<file path="src/rtl/pc_ras_if.sv">
// pc_ras_if: decode-side control strobes and fetch-side PC/RAS status.
// MISALIGN exists only when PC_ALIGN_CHECK_EN is defined.
interface pc_ras_if #(
    parameter int WIDTH = 32
);
    logic             ENABLE;
    logic [2:0]       MODE;
    logic [WIDTH-1:0] D;
    logic [WIDTH-1:0] PC_OUT;
    logic             RAS_FULL;
    logic             RAS_EMPTY;
    logic             RAS_ERR;
`ifdef PC_ALIGN_CHECK_EN
    logic             MISALIGN;

    modport master (
        output ENABLE, MODE, D,
        input  PC_OUT, RAS_FULL, RAS_EMPTY, RAS_ERR, MISALIGN
    );

    modport slave (
        input  ENABLE, MODE, D,
        output PC_OUT, RAS_FULL, RAS_EMPTY, RAS_ERR, MISALIGN
    );
`else
    modport master (
        output ENABLE, MODE, D,
        input  PC_OUT, RAS_FULL, RAS_EMPTY, RAS_ERR
    );

    modport slave (
        input  ENABLE, MODE, D,
        output PC_OUT, RAS_FULL, RAS_EMPTY, RAS_ERR
    );
`endif
endinterface

</file>
<file path="src/rtl/pc_ras.sv">
// pc_ras: fetch-stage program counter with relative branch and return-address stack.
// Optional target alignment check enabled by defining PC_ALIGN_CHECK_EN.
module pc_ras #(
    parameter int          WIDTH     = 32,
    parameter logic [31:0] RESET_VEC = 32'h1A000000,
    parameter int          STEP      = 4,
    parameter int          RAS_DEPTH = 4
) (
    input logic      CLK,
    input logic      RES,
    pc_ras_if.slave  bus
);

    localparam int PW = $clog2(RAS_DEPTH + 1);
    localparam int IW = (RAS_DEPTH > 1) ? $clog2(RAS_DEPTH) : 1;

    localparam logic [WIDTH-1:0] RST_PC  = WIDTH'(RESET_VEC);
    localparam logic [WIDTH-1:0] STEP_W  = WIDTH'(STEP);
    localparam logic [PW-1:0]    DEPTH_P = PW'(RAS_DEPTH);

    localparam logic [2:0] M_INC  = 3'b000;
    localparam logic [2:0] M_LOAD = 3'b001;
    localparam logic [2:0] M_REL  = 3'b010;
    localparam logic [2:0] M_CALL = 3'b011;
    localparam logic [2:0] M_RET  = 3'b100;

    logic [WIDTH-1:0] pc;
    logic [WIDTH-1:0] pc_nx;
    logic [WIDTH-1:0] pc_inc;
    logic [WIDTH-1:0] top;
    logic [PW-1:0]    ptr;
    logic [PW-1:0]    ptr_dec;
    logic [WIDTH-1:0] stack [RAS_DEPTH];
    logic             full;
    logic             empty;
    logic             err;
    logic             push;
    logic             pop;
    logic             err_set;
    logic             hold;

    assign pc_inc  = pc + STEP_W;
    assign ptr_dec = ptr - PW'(1);
    assign top     = stack[IW'(ptr_dec)];
    assign full    = (ptr == DEPTH_P);
    assign empty   = (ptr == '0);

    assign bus.PC_OUT    = pc;
    assign bus.RAS_FULL  = full;
    assign bus.RAS_EMPTY = empty;
    assign bus.RAS_ERR   = err;

    // Decode MODE into the next PC and the stack/flag side effects.
    always_comb begin
        pc_nx   = pc;
        push    = 1'b0;
        pop     = 1'b0;
        err_set = 1'b0;
        case (bus.MODE)
            M_INC: begin
                pc_nx = pc_inc;
            end
            M_LOAD: begin
                pc_nx = bus.D;
            end
            M_REL: begin
                pc_nx = pc + bus.D;
            end
            M_CALL: begin
                pc_nx = bus.D;
                if (full) begin
                    err_set = 1'b1;
                end else begin
                    push = 1'b1;
                end
            end
            M_RET: begin
                if (empty) begin
                    pc_nx   = pc_inc;
                    err_set = 1'b1;
                end else begin
                    pc_nx = top;
                    pop   = 1'b1;
                end
            end
            default: begin
            end
        endcase
    end

`ifdef PC_ALIGN_CHECK_EN
    localparam logic [WIDTH-1:0] AMASK =
        (STEP > 1) ? WIDTH'((1 << $clog2(STEP)) - 1) : '0;

    logic chk;
    logic mis;

    // Only jump targets and popped return addresses are alignment-checked.
    assign chk = (bus.MODE == M_LOAD) || (bus.MODE == M_REL) ||
                 (bus.MODE == M_CALL) || ((bus.MODE == M_RET) && !empty);
    assign hold = chk && ((pc_nx & AMASK) != '0);

    assign bus.MISALIGN = mis;

    // One-cycle pulse reporting a rejected misaligned target.
    always_ff @(posedge CLK or posedge RES) begin
        if (RES) begin
            mis <= 1'b0;
        end else begin
            mis <= bus.ENABLE && hold;
        end
    end
`else
    assign hold = 1'b0;
`endif

    // PC, stack pointer and sticky error register.
    always_ff @(posedge CLK or posedge RES) begin
        if (RES) begin
            pc  <= RST_PC;
            ptr <= '0;
            err <= 1'b0;
        end else if (bus.ENABLE && !hold) begin
            pc <= pc_nx;
            if (push) begin
                ptr <= ptr + PW'(1);
            end else if (pop) begin
                ptr <= ptr_dec;
            end
            if (err_set) begin
                err <= 1'b1;
            end
        end
    end

    // Stack storage; contents need no reset, only the pointer does.
    always_ff @(posedge CLK) begin
        if (!RES && bus.ENABLE && !hold && push) begin
            stack[IW'(ptr)] <= pc_inc;
        end
    end

endmodule

</file>
<file path="src/flat_wrapper.sv">
// flat-port wrapper written by rule: the top's interface ports become plain ports
module pc_ras_flat 
#(
    parameter int          WIDTH     = 32,
    parameter logic [31:0] RESET_VEC = 32'h1A000000,
    parameter int          STEP      = 4,
    parameter int          RAS_DEPTH = 4
)
  (CLK, RES, bus_ENABLE, bus_MODE, bus_D, bus_PC_OUT, bus_RAS_FULL, bus_RAS_EMPTY, bus_RAS_ERR);
  pc_ras_if #(.WIDTH(WIDTH)) bus_i ();
  input logic CLK;
  input logic RES;
  input wire logic [$bits(bus_i.ENABLE)-1:0] bus_ENABLE;
  input wire logic [$bits(bus_i.MODE)-1:0] bus_MODE;
  input wire logic [$bits(bus_i.D)-1:0] bus_D;
  output wire logic [$bits(bus_i.PC_OUT)-1:0] bus_PC_OUT;
  output wire logic [$bits(bus_i.RAS_FULL)-1:0] bus_RAS_FULL;
  output wire logic [$bits(bus_i.RAS_EMPTY)-1:0] bus_RAS_EMPTY;
  output wire logic [$bits(bus_i.RAS_ERR)-1:0] bus_RAS_ERR;
  assign bus_i.ENABLE = bus_ENABLE;
  assign bus_i.MODE = bus_MODE;
  assign bus_i.D = bus_D;
  assign bus_PC_OUT = bus_i.PC_OUT;
  assign bus_RAS_FULL = bus_i.RAS_FULL;
  assign bus_RAS_EMPTY = bus_i.RAS_EMPTY;
  assign bus_RAS_ERR = bus_i.RAS_ERR;
  pc_ras #(.WIDTH(WIDTH), .RESET_VEC(RESET_VEC), .STEP(STEP), .RAS_DEPTH(RAS_DEPTH)) u_core (.CLK(CLK), .RES(RES), .bus(bus_i));
endmodule
</file>
<file path="config.mk">
export PLATFORM = sky130hd
export DESIGN_NAME = pc_ras_flat
export DESIGN_NICKNAME = d
export VERILOG_FILES = /design/src/rtl/pc_ras_if.sv /design/src/rtl/pc_ras.sv /design/src/flat_wrapper.sv
export SDC_FILE = /design/constraint.sdc
export NUM_CORES = 1
export LEC_CHECK = 0
export CORE_MARGIN = 1.5
export CORE_UTILIZATION = 31
export DETAILED_ROUTE_END_ITERATION = 10
export PLACE_DENSITY = 0.52
export SETUP_SLACK_MARGIN = 0.2
export SLEW_MARGIN = 0
export SYNTH_ARGS = -nofsm -noshare
export SYNTH_HDL_FRONTEND = slang
export SYNTH_SLANG_ARGS = --single-unit
</file>
<file path="constraint.sdc">
create_clock -name CLK -period 3.4 [get_ports CLK]
set_input_delay 0.51 -clock CLK [delete_from_list [all_inputs] [get_ports CLK]]
set_output_delay 0.51 -clock CLK [all_outputs]
set_load 0.01 [all_outputs]
</file>
==> impl_metrics.yaml <==
cells_and_area:
  final_layout_size_suffix_gt1_frac: 0.149
  fin_area_um2: 11300
  nets: 969
  syn_to_final_growth_pct: 21.4
  diodes: 0
  fin_cells: 1295
power:
  power.internal_mw: 5.09
  p_leak_nw: 4.12
  switching_share: 0.378
  p_per_area_nw_per_um2: 727
  finalPower_mw: 8.19
  power_switching_mw: 3.10
  pwr-share-comb: 0.429
  pwr-share-clk: 0.234
  pwr-share-seq: 0.337
  ir_drop_v: 0.000388
floorplanning:
  start_util: 0.314
  die_w_um: 176
  die-area_um2: 31000
  num_rows: 63
  core_area_um2: 29600
  die_h_um: 176
  boundaryPins: 73
sta:
  timing.fmax_ghz: 0.336
  period_minus_slack_ns: 2.98
  worst_pin_slew_ns: 0.639
  hold_violations: 0
  setup_viol: 0
  tns_ns: 0
  fin_hold_ws_ns: 0.473
  period_share: 0.875
  slew_headroom: 0.573
  rsz0062_at_grt: "no"
  fin_worst_skew_ns: 0.0177
  maxSlewViolCount: 0
synth:
  ys_warn_count: 0
  syn_inst: 785
  yosysTopAreaCellShare: 0.414
  synthArstFlopShare: 0.220
  synth_cell_types: 69
  syn_area_um2: 9280
  synth_edf_count: 128
  yosysTopAreaCell: "edfxtp_1"
  ys_seq_area_frac: 0.512
  ys_seq_elements: 164
  syn_avg_cell_area_um2: 11.8
  synthesis.nets: 862
  synthTopCellsByArea: "edfxtp_1 41%, dfrtp_1 8.9%, mux4_2 7.5%, ha_1 5.1%, xnor2_1 3.1%"
  ys.flop_type: "edfxtp_1"
cts:
  insertion_delay_ns: 0.44
  hold_buffers: 0
  htree_levels: 4
  root_buffer: "clkbuf_16"
  cts_tree: "done"
  path_clk_slew_ns: 0.07
  cts.sinks: 164
  cts_buffers: 17
  clock_path_buffers: 2
detailed_routing:
  vias_per_cell: 5.45
  wire_per_inst_um: 21.2
  postRouteAntennaNets: 0
  first_pass_iters: 5
  first_iter_violations: 608
  route.vias.total: 7063
  drc: 0
  wl_um: 27400
critical_path:
  cp-start-kind: "input port"
  ff2ff_path_depth: 13
  timing.rr.start: "u_core.bus.PC_OUT[0]"
  arrival_ns: 3.28
  r2r-end: "u_core.bus.PC_OUT[30]"
  worstPathMaxFanout: 3
  required_ns: 3.70
  worstSetupPathType: "input port to flop"
  cp-end-kind: "flop"
  rrSetupSlack_ns: 0.50
global_routing:
  gr-total-overflow: 0
  grt_start_max_net_pins: 34
  grt_first_pass_wirelength_um: 41800
  grt_util_all_layers: 0.180
  grt_pass1_vias: 6927
  grt_antenna_before_repair: 1
run_status:
  status: "complete, no violations"
placement:
  dp.cells: 1263
  portBuffers: 72
  gp_congestion: 0.930
  placed_area_um2: 10700
  hpwl_um: 19500
worst_hold_path:
  hold_path.class: "flop to flop"
  hold_start: "u_core.bus.RAS_ERR"
  whs_path_depth: 1
  min_to: "u_core.bus.RAS_ERR"
job:
  maxCapViolCount: 0
-- placed cells by master, fill, tap and decap left out, drive strengths merged, types with 5 or more instances in the layout --
| master | instances |
|---|---|
| ha | 38 |
| edfxtp | 128 |
| clkbuf | 18 |
| o21ai | 43 |
| a31oi | 8 |
| a21o | 13 |
| mux4 | 32 |
| nand2b | 5 |
| o21a | 10 |
| xor2 | 21 |
| inv | 30 |
| nand2 | 70 |
| a211oi | 7 |
| clkdlybuf4s50 | 72 |
| nand3 | 21 |
| xnor2 | 33 |
| a21oi | 52 |
| and2 | 10 |
| buf | 51 |
| or2 | 5 |
| o22ai | 9 |
| nor3 | 9 |
| and3 | 18 |
| nor2 | 64 |
| a221oi | 23 |
| dfrtp | 33 |
| a221o | 13 |
-- cell families after synthesis --
family | after synthesis | synth area share
compound gates | 215 | 0.157
xor+xnor | 54 | 0.0510
simple gates | 222 | 0.115
buf+inv | 55 | 0.0302
mux | 36 | 0.0824
fa+ha+maj | 39 | 0.0534
flops | 164 | 0.512
-- stage by stage --
step / utilization / setup WS, ns
after floorplan: - / 0.215
after detailed placement: 0.361 / -0.0157
after global placement: 0.361 / 0.0425
final: 0.381 / 0.424
after global routing: 0.381 / 0.207
after CTS: 0.381 / 0.446
-- cell usage after synthesis (all sizes together) (23+ instances only) --
| library cell | number |
|---|---|
| clkbuf | 25 |
| edfxtp | 128 |
| nor2 | 64 |
| ha | 38 |
| a21oi | 52 |
| xnor2 | 33 |
| a221oi | 23 |
| mux4 | 32 |
| o21ai | 43 |
| nand2 | 70 |
| dfrtp | 33 |
-- repair_timing --
item	in CTS	in global routing
endpoints found under the setup margin	0	1
setup buffers	0	0
endpoints found under the hold margin	0	0
gates resized for setup	0	1
-- how the worst max path moves through the flow --
stage / depth (start not counted) / slack [ns] / start / endpoint
after floorplan: 12 / 0.21 / u_core.ptr[0] / u_core.bus.PC_OUT[29]
after global placement: 14 / 0.04 / bus_D[0] / u_core.bus.PC_OUT[30]
after detailed placement: 14 / -0.02 / bus_D[0] / u_core.bus.PC_OUT[30]
after CTS: 14 / 0.45 / bus_D[0] / u_core.bus.PC_OUT[30]
after global routing: 12 / 0.21 / bus_D[7] / u_core.bus.PC_OUT[18]
final: 14 / 0.42 / bus_D[0] / u_core.bus.PC_OUT[30]
-- per-layer routing --
metal | track usage | up-vias | routed length [um]
met5 | 0.00801 | - | 17
met4 | 0.0563 | 2 | 523
met3 | 0.0282 | 33 | 1380
met2 | 0.291 | 215 | 12800
met1 | 0.247 | 3556 | 12700
li1 | - | 3257 | -
-- area by class of cell --
class	count	area (um^2)
fillers	2850	18300
flip-flops and latches	164	4750
multi-input cells	566	4260
repair buffers	123	1100
well taps	390	488
clock buffers	18	429
clock inverters	14	158
inverters	20	75.1
-- flip-flops by register name, indices dropped and copies added (netlist names) --
name                flops
u_core.stack          128
u_core.bus.PC_OUT      32
u_core.bus.RAS_ERR      1
u_core.ptr              3
-- power by group through the flow --
stage | Combinational (mW) | Sequential [mW] | Clock (mW)
3_3_place_gp | 3.50 | 2.80 | 0
4_1_cts | 3.51 | 2.76 | 1.96
2_1_floorplan | 2.27 | 2.78 | 0
5_1_grt | 3.82 | 2.79 | 2.03
3_5_place_dp | 3.48 | 2.80 | 0
6_report | 3.51 | 2.76 | 1.91
-- critical path, cell delays in order --
cell and delay [ns]:
clkdlybuf4s50_1 0.48, ha_1 0.19, inv_1 0.07, fa_1 0.37, nand2b_1 0.17, a21oi_1 0.20
a2111oi_1 0.12, buf_4 0.16, nor3_1 0.18, buf_4 0.17, o2111ai_1 0.18, o21ai_0 0.27
xnor2_1 0.14, o21ai_0 0.08
(Power assumes the default switching activity.)
